**src/rtl/mips_fetch_pkg.sv**
```systemverilog
// mips_fetch_pkg: shared fetch FSM state type and fetch constants
package mips_fetch_pkg;
  typedef enum logic [1:0] {IDLE, REQ, DONE, ERR} fetch_state_t;
  localparam logic [31:0] MIPS_NOP = 32'h0000_0000;
  localparam int INSTR_BYTES = 4;
endpackage

```
**src/rtl/fetch_timeout_ctr.sv**
```systemverilog
// fetch_timeout_ctr: counts REQ cycles without ack and flags the final allowed cycle
// Ports: clk, rst_n (async active-low), clr (restart count), expire (count == TIMEOUT-1)
module fetch_timeout_ctr #(
  parameter int TIMEOUT = 15
) (
  input  logic clk,
  input  logic rst_n,
  input  logic clr,
  output logic expire
);
  localparam int CW = $clog2(TIMEOUT + 1);
  logic [CW-1:0] cnt;
  always_ff @(posedge clk or negedge rst_n)
    if (!rst_n) cnt <= '0;
    else cnt <= clr ? '0 : cnt + CW'(1);
  assign expire = cnt == CW'(TIMEOUT - 1);
endmodule

```
**src/rtl/instr_fetch_unit.sv**
```systemverilog
// instr_fetch_unit: PC-driven instruction fetch over a registered req/ack handshake
// Ports: clk, rst_n (async active-low), pc in; imem_req/imem_addr out, imem_ack/imem_data in;
//   instr, instr_valid, stall, pc_plus4, fetch_err out.
// Optional: define FETCH_TIMEOUT_EN to abort a request after TIMEOUT un-acked REQ cycles.
module instr_fetch_unit
  import mips_fetch_pkg::*;
#(
  parameter int ADDR_W  = 32,
  parameter int DATA_W  = 32,
  parameter int TIMEOUT = 15
) (
  input  logic              clk,
  input  logic              rst_n,
  input  logic [ADDR_W-1:0] pc,
  output logic              imem_req,
  output logic [ADDR_W-1:0] imem_addr,
  input  logic              imem_ack,
  input  logic [DATA_W-1:0] imem_data,
  output logic [DATA_W-1:0] instr,
  output logic              instr_valid,
  output logic              stall,
  output logic [ADDR_W-1:0] pc_plus4,
  output logic              fetch_err
);
  fetch_state_t state, nxt;
  logic addr_ld, instr_ld, expire;
  logic aligned, chg;
  assign aligned = pc[1:0] == 2'b00;
  assign chg     = pc != imem_addr;
`ifdef FETCH_TIMEOUT_EN
  fetch_timeout_ctr #(.TIMEOUT(TIMEOUT)) u_ctr (
    .clk    (clk),
    .rst_n  (rst_n),
    .clr    (state != REQ || imem_ack),
    .expire (expire)
  );
`else
  logic unused_timeout;
  assign unused_timeout = ^TIMEOUT;
  assign expire = 1'b0;
`endif
  always_comb begin
    nxt      = state;
    addr_ld  = 1'b0;
    instr_ld = 1'b0;
    case (state)
      IDLE: begin
        nxt     = aligned ? REQ : ERR;
        addr_ld = 1'b1;
      end
      REQ:
        if (imem_ack) begin
          // ack for a stale address is dropped and the new pc is requested
          nxt      = !chg ? DONE : aligned ? REQ : ERR;
          instr_ld = !chg;
          addr_ld  = chg;
        end else if (expire) nxt = ERR;
      DONE:
        if (chg) begin
          nxt     = aligned ? REQ : ERR;
          addr_ld = 1'b1;
        end
      ERR:
        if (chg && aligned) begin
          nxt     = REQ;
          addr_ld = 1'b1;
        end
      default: nxt = IDLE;
    endcase
  end
  always_ff @(posedge clk or negedge rst_n)
    if (!rst_n) begin
      state     <= IDLE;
      imem_addr <= '0;
      instr     <= DATA_W'(MIPS_NOP);
    end else begin
      state <= nxt;
      if (addr_ld) imem_addr <= pc;
      if (instr_ld) instr <= imem_data;
    end
  assign imem_req    = state == REQ;
  assign instr_valid = state == DONE;
  assign stall       = state != DONE;
  assign fetch_err   = state == ERR;
  assign pc_plus4    = imem_addr + ADDR_W'(INSTR_BYTES);
endmodule

```
**config.mk**
```make
export PLATFORM = sky130hd
export DESIGN_NAME = instr_fetch_unit
export DESIGN_NICKNAME = d
export VERILOG_FILES = /design/src/rtl/mips_fetch_pkg.sv /design/src/rtl/fetch_timeout_ctr.sv /design/src/rtl/instr_fetch_unit.sv
export SDC_FILE = /design/constraint.sdc
export NUM_CORES = 1
export LEC_CHECK = 0
export CORE_MARGIN = 2
export CORE_UTILIZATION = 37
export DETAILED_ROUTE_END_ITERATION = 16
export PLACE_DENSITY_LB_ADDON = 0.05
export SETUP_SLACK_MARGIN = 0.3
export SYNTH_ARGS = -nofsm -noshare
export SYNTH_HDL_FRONTEND = slang
export SYNTH_SLANG_ARGS = --single-unit
```
**constraint.sdc**
```tcl
create_clock -name clk -period 2 [get_ports clk]
set_input_delay 0.4 -clock clk [delete_from_list [all_inputs] [get_ports clk]]
set_output_delay 0.4 -clock clk [all_outputs]
set_load 0.03 [all_outputs]
```
# Yosys cells after proc, flatten, opt, wreduce, memory -nomap -nowiden
# Cells that the tools add are included.
# W data, S select, Z words.
# totals
romBits,0
n_memories,0
register_bits,66
input_bits,67
out_inout_bits,100
latch_bits,0
ram_bits,0
word_cells,29
# classes
order_cmp,0
bitwise,0
n_reduce_logical,5
div,0
addsub,1
mul,0
shift,0
n_mux,12
n_eq_ne,8
# ops
op,count
$add A32 B3 Y32 const B,1
$ne A32 B32 Y1,1
$mux W2,5
$pmux W2 S4,1
$ne A2 B1 Y1 const B,3
$mux W1,5
$eq A2 B2 Y1 const B,2
$logic_not A2 Y1,2
$pmux W1 S4,1
$reduce_and A3 Y1,1
$eq A2 B1 Y1 const B,1
$ne A2 B2 Y1 const B,1
$logic_and A1 B1 Y1,1
$logic_not A1 Y1,1

# Longest topological paths before layout
# logic_depth
word_depth,5
mapped_depth,7
mapped_depth_nobuf,5

# Least setup slack after synthesis
# OpenSTA, ideal clock, no wires.
# synth_path
path_kind,reg-to-output
start,register imem_addr[4]
end,output port pc_plus4[28]
path_stages_with_launch,8
required_time_ps,1600
n_path_buf,2
arrival_time_ps,2282
setup_slack_ps,-682
cell_sequence,dfrtp_1 > clkbuf_1 > and4_1 > and4_1 > clkbuf_1 > and3_1 > nand4_1 > xnor2_1
# synth_via
elab_chain_cells,1
# synth_lines
element,line_no,text
start: declaration,instr_fetch_unit.sv:16,"output logic [ADDR_W-1:0] imem_addr,"
start signal: assignment,instr_fetch_unit.sv:78,if (addr_ld) imem_addr <= pc;
$add A32 B3 Y32,instr_fetch_unit.sv:85,assign pc_plus4 = imem_addr + ADDR_W'(INSTR_BYTES);
end: declaration,instr_fetch_unit.sv:22,"output logic [ADDR_W-1:0] pc_plus4,"
# Every way passes these cells.

# Worst setup path after layout
# layout_path
start,register imem_addr[7]
end,output port pc_plus4[31]
# Same word-level chain as after synthesis.

==> results.json <==
{
  "path_max_fanout": 3,
  "max_slew_margin_pct": 76.1,
  "final_util_pct": 79.2,
  "rrSetupSlack_ns": -0.42,
  "routedWlPerCell_um": 17.0,
  "fill_cells": 580,
  "fin_nets": 627,
  "setup_tns_ns": -26.21,
  "netlist_area_um2": 3450,
  "synth.largest_area_cell": "dfrtp_1",
  "worstRegToRegCells": 10,
  "initial_core_util_pct": 37.7,
  "fin_crit_ns": 2.44,
  "syn_avg_cell_area_um2": 12.2,
  "hold_path_class": "input pin to asynchronous set/reset pin",
  "grt_overflow_total": 0,
  "worstSkewPairLatency_ns": 0.34,
  "synthArstFlopShare_pct": 100,
  "n_antenna_cell": 0,
  "grt-busiest-layer": "met2",
  "p_total_uw": 5710,
  "synth.top_cells.by_area": "dfrtp_1, mux2_2, xor2_1",
  "first_pass_iters": 4,
  "fin_worst_hold_slack_ns": 0.387,
  "synth-main-ff-cell": "dfrtp_1",
  "crit_path_start_kind": "flip-flop",
  "yosysWarningCount": 0,
  "multi_input_comb_area_um2": 2550,
  "dp_hpwl_mm": 7.47,
  "maxCapViolations": 0,
  "place_congestion": 0.816,
  "grt_start_max_net_pins": 65,
  "syn_nets": 351,
  "synth-edff-count": 0,
  "cp_cell_sequence": "and4_4 -> and4b_1 -> and3_4 -> nand4_1 -> xnor2_4 -> buf_6",
  "vias": 3298,
  "syn2layout_area_growth_pct": 110,
  "power_density_nw_per_um2": 788,
  "worstPathRequired_ns": 1.60,
  "violations": "setup timing",
  "vias_per_cell": 4.89,
  "r2r_start": "imem_addr[11]",
  "cts_max_level": 3,
  "slew_violations": 0,
  "die_y_um": 101,
  "die_w_um": 101,
  "grt_pass1_wl_mm": 17.6,
  "final-setup-viol-count": 88,
  "endpoint_kind": "primary output",
  "clock-sinks": 66,
  "worst_path_dominant_cell_family": "simple AND/OR/NAND/NOR gates",
  "grt_pass1_vias": 3429,
  "reg2reg_to": "instr[14]",
  "ctsRootBufferMaster": "clkbuf_8",
  "cp_slowest_cell": "dfrtp_2",
  "clk_pin_slew_ns": 0.08,
  "tightest_slew_ns": 0.358,
  "clock.fmax_mhz": 411,
  "fin_crit_sh_pct": 122,
  "final_cell_mix": "buf_6, buf_4, dlygate4sd2_1",
  "hold_viol": 0,
  "synthCells": 283,
  "yosysUniqueCellTypes": 31,
  "drt_iter0_drc": 53,
  "ant_nets": 0,
  "grt_usage_pct": 22.7,
  "use_met1_pct": 28.7,
  "finClkSkew_ns": 0.0109,
  "antenna_found_initial": 0,
  "io_pins": 167,
  "ff_latch_area_um2": 1690,
  "yosysTopAreaCellShare_pct": 47.8,
  "power_leakage_uw": 0.00346,
  "outcome": "complete, but fails checks",
  "cp.arrival_ns": 2.04,
  "clockBufferDepth": 2,
  "ir_drop_v": 0.000448,
  "fin_ws_ns": -0.436,
  "route.detailed.drc": 0,
  "dp_slack_ns": -0.859,
  "core_um2": 9150,
  "startpoint": "imem_addr[7]",
  "met3_usage_pct": 5.20,
  "numCtsBuffers": 9,
  "die_area_um2": 10100,
  "yosysSeqAreaShare_pct": 47.8,
  "synth_seq_cells": 66,
  "critPathMaxStageDelay_ns": 0.38,
  "num_rows": 35,
  "final_layout_size_suffix_gt1_share_pct": 63.3,
  "final_common_cell": "buf_6",
  "met2_usage_pct": 38.8,
  "critPathKind": "flip-flop to primary output",
  "cts_tree": "built",
  "wl_mm": 11.5,
  "io_buffers": 166,
  "rsz0062_at_grt": "true",
  "critical_path_buf_inv_count": 1
}
cell families (layout without fill, tap and decap cells):
| logic type | after synthesis | count (layout) | synth area share, % |
|---|---|---|---|
| AO/OA/AOI/OAI | 11 | 11 | 2.21 |
| XOR/XNOR | 60 | 60 | 15.2 |
| adder cells (fa/ha/maj) | 1 | 1 | 0.362 |
| buffers and inverters | 18 | 299 | 3.01 |
| flip-flops | 66 | 66 | 47.8 |
| multiplexers | 62 | 62 | 20.2 |
| AND/OR/NAND/NOR | 65 | 65 | 11.2 |
layer usage:
layer	part of all wire [%]	routed length, µm	vias to the layer above
li1	-	-	1548
met1	40	4640	1623
met2	52	6000	108
met3	5.2	597	19
met4	2.1	236	0
met5	0	0	-
sequential cells by signal, indices dropped and copies added, names as in the netlist:
| register | count |
|---|---|
| imem_addr | 32 |
| instr | 32 |
| state | 2 |
power breakdown:
part	switching, µW	internal, µW
Sequential	121	1480
Combinational	1420	1300
Clock	547	836
Total	2090	3620
worst max-delay path by stage:
stage                     slack (ns)            to  cells past startpoint
after detailed placement       -0.86     instr[31]                      7
after floorplan                -0.27  pc_plus4[28]                      7
after CTS                      -0.38  pc_plus4[31]                      6
final                          -0.44  pc_plus4[31]                      6
after global routing           -0.51     instr[14]                     10
after global placement         -0.84     instr[19]                      7
layout make-up:
class | instances | share of cell area (%)
timing repair buffer | 279 | 36.1
multi-input combinational | 199 | 35.2
sequential | 66 | 23.3
tap | 111 | 1.92
clock buffer | 10 | 1.76
clock inverter | 6 | 1.59
inverter | 4 | 0.242
synth_stat cells, types with 2 or more instances:
cell type   n
nand3_1    10
xor2_1     38
nor2_1      4
a22oi_1     3
buf_2       4
nor4_1      9
inv_1       4
buf_4       2
and3_1      4
and2_1      2
and4_1      9
clkbuf_1    4
xnor2_1    22
nand2_1    14
o211ai_1    4
nand4_1     8
mux2_2     61
buf_6       3
dfrtp_1    66
per-stage QoR:
step / area, µm² / instances
after floorplan: 4000 / 283
after global placement: 6060 / 605
after detailed placement: 6060 / 605
after CTS: 7010 / 660
after global routing: 7250 / 675
final: 7250 / 675
timing repair:
item | in CTS | in global routing
endpoints found under the hold margin | 2 | 0
buffers inserted | 32 | 15
endpoints found under the setup margin | 166 | 122
pin swaps | 53 | 31
hold buffers | 1 | 0
cloned | 6 | 0
gates resized for setup | 266 | 94
No activity file was read; power rests on OpenSTA's default activity.
